$ cat config.mk
export PLATFORM = sky130hd
export DESIGN_NAME = fsk2_frame_rx
export DESIGN_NICKNAME = d
export VERILOG_FILES = /design/src/rtl/fsk2_frame_rx.sv
export SDC_FILE = /design/constraint.sdc
export NUM_CORES = 1
export LEC_CHECK = 0
export ABC_AREA = 1
export BUFFER_PORTS_ARGS = -buffer_cell sky130_fd_sc_hd__clkbuf_2
export CAP_MARGIN = 0
export CORE_MARGIN = 1
export CORE_UTILIZATION = 35
export CTS_CLUSTER_DIAMETER = 200
export DETAILED_ROUTE_END_ITERATION = 8
export PLACE_DENSITY = 0.58
export SLEW_MARGIN = 15
export SYNTH_ARGS = -nofsm -noshare
export SYNTH_HDL_FRONTEND = slang
export SYNTH_SLANG_ARGS = --single-unit
$ cat constraint.sdc
create_clock -name sys_clk -period 1.89 [get_ports sys_clk]
set_input_delay 0.2835 -clock sys_clk [delete_from_list [all_inputs] [get_ports sys_clk]]
set_output_delay 0.2835 -clock sys_clk [all_outputs]
set_load 0.05 [all_outputs]
$ cat src/rtl/fsk2_frame_rx.sv
// Frame receiver behind the fsk2 demodulator: start bit, DATA_W bits MSB first, stop bit,
// each bit decided by a 3-sample majority vote around mid-bit.
module fsk2_frame_rx #(
    parameter int unsigned BIT_CYCLES  = 50,
    parameter int unsigned DATA_W      = 16,
    parameter int unsigned SYNC_STAGES = 2
) (
    input  logic              sys_clk,
    input  logic              sys_rst_n,
    input  logic              rx_in,
    output logic [DATA_W-1:0] data_out,
    output logic              data_valid,
    output logic              frame_err,
    output logic              busy
);

    localparam int unsigned CW = $clog2(BIT_CYCLES);
    localparam int unsigned IW = $clog2(DATA_W + 1);
    localparam int unsigned H  = BIT_CYCLES / 2;

    localparam logic [CW-1:0] CNT_MAX  = CW'(BIT_CYCLES - 1);
    localparam logic [CW-1:0] CNT_S0   = CW'(H - 1);
    localparam logic [CW-1:0] CNT_S1   = CW'(H);
    localparam logic [CW-1:0] CNT_DEC  = CW'(H + 1);
    localparam logic [IW-1:0] IDX_LAST = IW'(DATA_W - 1);

    typedef enum logic [1:0] {
        IDLE,
        START,
        DATA,
        STOP
    } state_t;

    state_t                 state_q, state_d;
    logic [SYNC_STAGES-1:0] sync_q;
    logic [SYNC_STAGES-1:0] fill_q;
    logic                   prev_q;
    logic                   armed_q, armed_d;
    logic [CW-1:0]          cnt_q, cnt_d;
    logic [IW-1:0]          idx_q, idx_d;
    logic [DATA_W-1:0]      shift_q, shift_d;
    logic [1:0]             smp_q, smp_d;
    logic [DATA_W-1:0]      data_q, data_d;
    logic                   valid_q, valid_d;
    logic                   err_q, err_d;

    logic rx_s;
    logic sync_full;
    logic bit_v;
    logic decide;

    assign rx_s      = sync_q[SYNC_STAGES-1];
    // The synchroniser resets to 1; arming waits until every stage holds a real line sample,
    // so a line held low out of reset cannot masquerade as idle-high followed by a start edge.
    assign sync_full = fill_q[SYNC_STAGES-1];
    assign bit_v     = (smp_q[0] & smp_q[1]) | (smp_q[0] & rx_s) | (smp_q[1] & rx_s);
    assign decide    = (cnt_q == CNT_DEC);

    assign data_out   = data_q;
    assign data_valid = valid_q;
    assign frame_err  = err_q;
    assign busy       = (state_q != IDLE);

    always_ff @(posedge sys_clk or negedge sys_rst_n) begin
        if (!sys_rst_n) begin
            state_q <= IDLE;
            sync_q  <= '1;
            fill_q  <= '0;
            prev_q  <= 1'b1;
            armed_q <= 1'b0;
            cnt_q   <= '0;
            idx_q   <= '0;
            shift_q <= '0;
            smp_q   <= '1;
            data_q  <= '0;
            valid_q <= 1'b0;
            err_q   <= 1'b0;
        end else begin
            state_q <= state_d;
            sync_q  <= {sync_q[SYNC_STAGES-2:0], rx_in};
            fill_q  <= {fill_q[SYNC_STAGES-2:0], 1'b1};
            prev_q  <= rx_s;
            armed_q <= armed_d;
            cnt_q   <= cnt_d;
            idx_q   <= idx_d;
            shift_q <= shift_d;
            smp_q   <= smp_d;
            data_q  <= data_d;
            valid_q <= valid_d;
            err_q   <= err_d;
        end
    end

    always_comb begin
        state_d = state_q;
        armed_d = armed_q | (sync_full & rx_s);
        cnt_d   = (cnt_q == CNT_MAX) ? '0 : cnt_q + CW'(1);
        idx_d   = idx_q;
        shift_d = shift_q;
        smp_d   = smp_q;
        data_d  = data_q;
        valid_d = 1'b0;
        err_d   = 1'b0;

        if (cnt_q == CNT_S0) smp_d[0] = rx_s;
        if (cnt_q == CNT_S1) smp_d[1] = rx_s;

        case (state_q)
            IDLE: begin
                cnt_d = '0;
                if (armed_q && prev_q && !rx_s) begin
                    state_d = START;
                    idx_d   = '0;
                end
            end
            START: begin
                if (decide) state_d = bit_v ? IDLE : DATA;
            end
            DATA: begin
                if (decide) begin
                    shift_d = {shift_q[DATA_W-2:0], bit_v};
                    idx_d   = idx_q + IW'(1);
                    if (idx_q == IDX_LAST) state_d = STOP;
                end
            end
            STOP: begin
                // Returning to IDLE at the decision absorbs the rest of the stop bit,
                // so a start bit immediately after it is still seen as a falling edge.
                if (decide) begin
                    if (bit_v) begin
                        data_d  = shift_q;
                        valid_d = 1'b1;
                    end else begin
                        err_d = 1'b1;
                    end
                    state_d = IDLE;
                end
            end
            default: state_d = IDLE;
        endcase
    end

endmodule

---- Word-level counts from Yosys, hierarchy flattened ----
Index checks and enable logic that the tools add are counted.
word-level totals
  word-level logic and storage cells ...... 63
  input bits .............................. 3
  output and inout bits ................... 19
  register bits after elaboration ......... 55
operators by class
  muxes and demuxes ....................... 18
  add/subtract/negate cells ............... 2
  bitwise operators ....................... 7
  equality and inequality tests ........... 13
  reduce and logical (&&, ||, !) cells .... 10
operators with widths
  operator                                                               number
  6-bit by 5-bit equality test with 1-bit output, second input constant  3
  2-bit two-way mux                                                      6
  6-bit two-way mux                                                      2
  5-bit two-way mux                                                      2
  2-bit != test, second input constant                                   5
  5-bit case mux with 2 select lines                                     1
  2-bit case mux with 4 select lines                                     1
  6-bit by 1-bit adder with 6-bit output, second input constant          1
  6-bit equality test, second input constant                             1
  1-bit two-way mux                                                      6
  3-bit AND reduction                                                    2
  5-bit by 1-bit adder with 5-bit output, second input constant          1
  5-bit by 4-bit equality test with 1-bit output, second input constant  1
  5-bit AND reduction                                                    1
  1-bit AND                                                              4
  2-bit equality test, second input constant                             2
  2-bit nonzero test                                                     2
  1-bit bitwise OR                                                       3
  2-bit by 1-bit equality test with 1-bit output, second input constant  1
  1-bit logical AND                                                      2
  2-bit zero test                                                        1
  2-bit AND reduction                                                    1
  1-bit zero test                                                        1

---- Longest topological paths before layout ----
  word-level depth ........................ 6
  depth in mapped cells ................... 9
  mapped depth without buffers ............ 9

---- Least setup slack after synthesis ----
Ideal clock, no wire load.
  path type ............................... flip-flop to flip-flop
  start ................................... register cnt_q[0]
  end ..................................... register data_q[11], in the netlist data_out[11]
  setup time .............................. 120 ps
  path slack .............................. 475 ps
  data required time ...................... 1770 ps
  period minus slack after synthesis ...... 1415 ps
  buffers on the path ..................... 1
  arrival ................................. 1295 ps
  cell stages (with the launch flop) ...... 9
  cells stage by stage .................... dfrtp_1 > inv_1 > ha_1 > nand3_2 > nor2_8 > nand3_4 > buf_6 > nand2_1 > o21ai_2
on the way
  cells in the longest elaborated chain, start to end .. 2
ends and longest elaborated chain
  item                                            RTL line  text
  start, declared                                 39        logic [CW-1:0] cnt_q, cnt_d;
  start signal, assigned                          84        cnt_q <= cnt_d;
  6-bit by 5-bit equality test with 1-bit output  57        assign decide = (cnt_q == CNT_DEC);
  3-bit AND reduction (no line)                   --
  end signal, assigned                            88        data_q <= data_d;
  end, declared                                   43        logic [DATA_W-1:0] data_q, data_d;
Every way passes these cells.
A chain may end at the register's enable or synchronous reset.

---- Final worst setup path ----
  start ................................... register cnt_q[0]
  end ..................................... register idx_q[3]
on the way
  cells in the longest elaborated chain, start to end .. 3
ends and longest elaborated chain
  item                                            RTL line  text
  6-bit by 5-bit equality test with 1-bit output  57
  2-bit != test (no line)                         --
  3-bit AND reduction (no line)                   --
  end signal, assigned                            85        idx_q <= idx_d;
  end, declared                                   40        logic [IW-1:0] idx_q, idx_d;
Every way passes these cells.

==> results.sh <==
export IMPL_ioPinCount=22
export IMPL_crit_fanout=37
export IMPL_fin_skew_ps=10.3
export IMPL_syn_area_per_cell_um2=10.3
export IMPL_rsz0062_at_grt="false"
export IMPL_clkPwrFrac_pct=28.1
export IMPL_cts_tree="done"
export IMPL_dp_hpwl_mm=2.71
export IMPL_power_density_mw_per_mm2=878
export IMPL_critPathArrivalTime_ps=1930
export IMPL_wl_per_cell_um=11.0
export IMPL_area_delta_synth_final_pct=11.6
export IMPL_synth_fp_nets=245
export IMPL_globalplace_congestion=0.851
export IMPL_antenna_found_initial=0
export IMPL_leakage_nw=1.32
export IMPL_gr_total_overflow=0
export IMPL_diodes=0
export IMPL_cts_root_buf="clkbuf_8"
export IMPL_slew_violations=0
export IMPL_p_int_mw=1.63
export IMPL_die_x_um=85.5
export IMPL_share_seq_of_total_power_pct=55.5
export IMPL_p_comb_share_pct=16.5
export IMPL_peakVddDrop_mv=0.268
export IMPL_holdWs_ps=48.8
export IMPL_synth_seq_area_share_pct=56.7
export IMPL_htreeDepth=2
export IMPL_place_inst=335
export IMPL_clk_path_buf_depth=2
export IMPL_grt_max_degree=38
export IMPL_clock_sinks=55
export IMPL_fin_area_mm2=0.00272
export IMPL_ys_types=29
export IMPL_grt_pass1_vias=1391
export IMPL_placedInstanceArea_mm2=0.00262
export IMPL_num_rows=30
export IMPL_post_route_period_util_pct=89.9
export IMPL_setup_viol=0
export IMPL_postCtsSetupBuffers=0
export IMPL_vias=1566
export IMPL_viasPerCell=4.55
export IMPL_switching_share_pct=31.8
export IMPL_final_nets=272
export IMPL_synth_cells=236
export IMPL_worstHoldPathType="input port to flip-flop"
export IMPL_drtPass1Iterations=4
export IMPL_start_util_pct=36.1
export IMPL_clkTransAtPathRegs_ps=100
export IMPL_drtAntennaViolNets=0
export IMPL_drtIter0Drc=84
export IMPL_max_freq_mhz=588
export IMPL_fin_crit_ps=1700
export IMPL_numCtsBuffers=5
export IMPL_port_buffers=21
export IMPL_required_ps=2120
export IMPL_routed_wl_mm=3.78
export IMPL_clkLatencyLatePin_ps=310
export IMPL_drc=0
export IMPL_synth_seq_cells=55
export IMPL_r2r_slack_ps=190
export IMPL_yosysWarnings=0
export IMPL_core_area_mm2=0.00676
export IMPL_drive_above_1_share_pct=29.9
export IMPL_grt_pass1_wl_mm=6.54
export IMPL_synth_area_mm2=0.00244
export IMPL_die_h_um=85.5
export IMPL_hold_path_depth=1
export IMPL_setup_tns_ps=0
export IMPL_die_area_mm2=0.00731
export IMPL_critPathCaptureType="flip-flop"
export IMPL_max_cap_viol_count=0
export IMPL_start_kind="flip-flop"
export IMPL_status="finished clean"
export IMPL_hold_viol=0
export IMPL_switching_power_mw=0.759
export IMPL_nFillCells=644
export IMPL_grt_use_total_pct=11.2
export IMPL_layout_cells_non_filler=344
export IMPL_criticalPathCategory="flip-flop to flip-flop"
export IMPL_rr_worst_depth=8
==> per-stage QoR <==
step / power (mW) / util (%) / setup WS, ps
after global placement: 1.75 / 38.8 / 237
after global routing: 2.55 / 40.3 / 11.6
after CTS: 2.44 / 40.3 / 151
final: 2.39 / 40.3 / 191
after detailed placement: 1.75 / 38.8 / 184
after floorplan: 1.62 / - / 475
==> area by class of cell <==
type	instances	area [um^2]	area share, %
well taps	80	100	3.67
flip-flops and latches	55	1380	50.8
clock buffers	5	68.8	2.53
clock inverters	3	25.0	0.919
inverters	35	131	4.82
multi-input cells	140	858	31.5
repair buffers	26	158	5.79
==> logic make-up after synthesis <==
group / count (synthesis) / synth area share (%)
DFF: 55 / 56.7
other: 1 / 0.154
buffers and inverters: 41 / 8.15
adders and majority gates: 6 / 3.08
and+or+nand+nor: 90 / 17.3
AOI/OAI and AO/OA: 40 / 13.5
xor gates and xnor gates: 3 / 1.08
==> placed cells by master (no fill, tap or decap), drive strengths merged <==
cell type,count
inv,37
dfrtp,50
nand3,13
a21o,1
dfstp,5
nand2,55
clkinvlp,1
clkbuf,26
o21ai,36
o22ai,1
a31oi,1
conb,1
nor2,13
xnor2,1
nand3b,1
buf,4
or2,1
nor3,3
ha,6
xor2,2
nand4,4
dlygate4sd3,1
o31ai,1
==> sequential cells by signal, summed over array words and instances, names as in the netlist, named ones only <==
register / flops
prev_q: 1
fill_q: 2
data_valid: 1
smp_q: 2
state_q: 1
shift_q: 16
idx_q: 5
sync_q: 2
data_out: 16
frame_err: 1
cnt_q: 6
armed_q: 1
==> metal layers <==
metal / up-vias / wire length, um / global-route usage [%]
li1: 799 / - / -
met1: 743 / 1900 / 15.9
met2: 19 / 1730 / 17.0
met3: 5 / 103 / 2.79
met4: 0 / 46 / 3.18
met5: - / 0 / 0
==> cells in the mapped netlist <==
master	instances	area (um^2)
o22ai_2	1	12.5
o21ai_2	31	272
nand4_1	4	25.0
or2_2	1	6.26
dfrtp_1	50	1250
nand2_1	52	195
nand3_4	1	17.5
o21ai_0	4	20.0
inv_1	34	128
xnor2_1	1	8.76
nor2_2	1	6.26
inv_2	1	3.75
dfstp_2	5	131
a21o_1	1	7.51
nand2_2	2	12.5
nand2_4	1	11.3
nand3_1	11	55.1
o31ai_1	1	7.51
nor2_1	11	41.3
conb_1	1	3.75
nand3_2	1	10.0
a31oi_1	1	6.26
nor3_1	3	15.0
nor2_8	1	20.0
o21ai_1	1	5.00
xor2_1	2	17.5
buf_6	6	67.6
ha_1	6	75.1
nand3b_1	1	7.51
==> critical path: stages, from the launching register on <==
cell and delay (ps):
dfrtp_1 430, inv_1 120, ha_1 170, nand3_2 120, nor2_8 160, nand2_4 280, nand2_2 190, nand3_1 70
o21ai_0 80
==> path summary, 6_finish.rpt <==
check,start,endpoint
max in group asynchronous,sys_rst_n,sync_q[0]
hold reg to reg,fill_q[0],fill_q[1]
min in group asynchronous,sys_rst_n,data_out[5]
setup reg to reg,cnt_q[0],idx_q[3]
hold / removal,rx_in,sync_q[0]
setup / recovery,cnt_q[0],idx_q[3]
==> power by group through the flow <==
stage | Clock [mW] | Combinational, mW | Sequential [mW]
after floorplan | 0 | 0.295 | 1.33
after global placement | 0 | 0.400 | 1.35
final | 0.671 | 0.394 | 1.33
after CTS | 0.705 | 0.405 | 1.33
after global routing | 0.756 | 0.457 | 1.34
after detailed placement | 0 | 0.404 | 1.35
==> timing repair <==
action,CTS,global route
hold buffers,1,0
setup endpoints to repair,0,0
resized for setup,0,0
endpoints found under the hold margin,13,0
No activity file was read; power rests on OpenSTA's default activity.
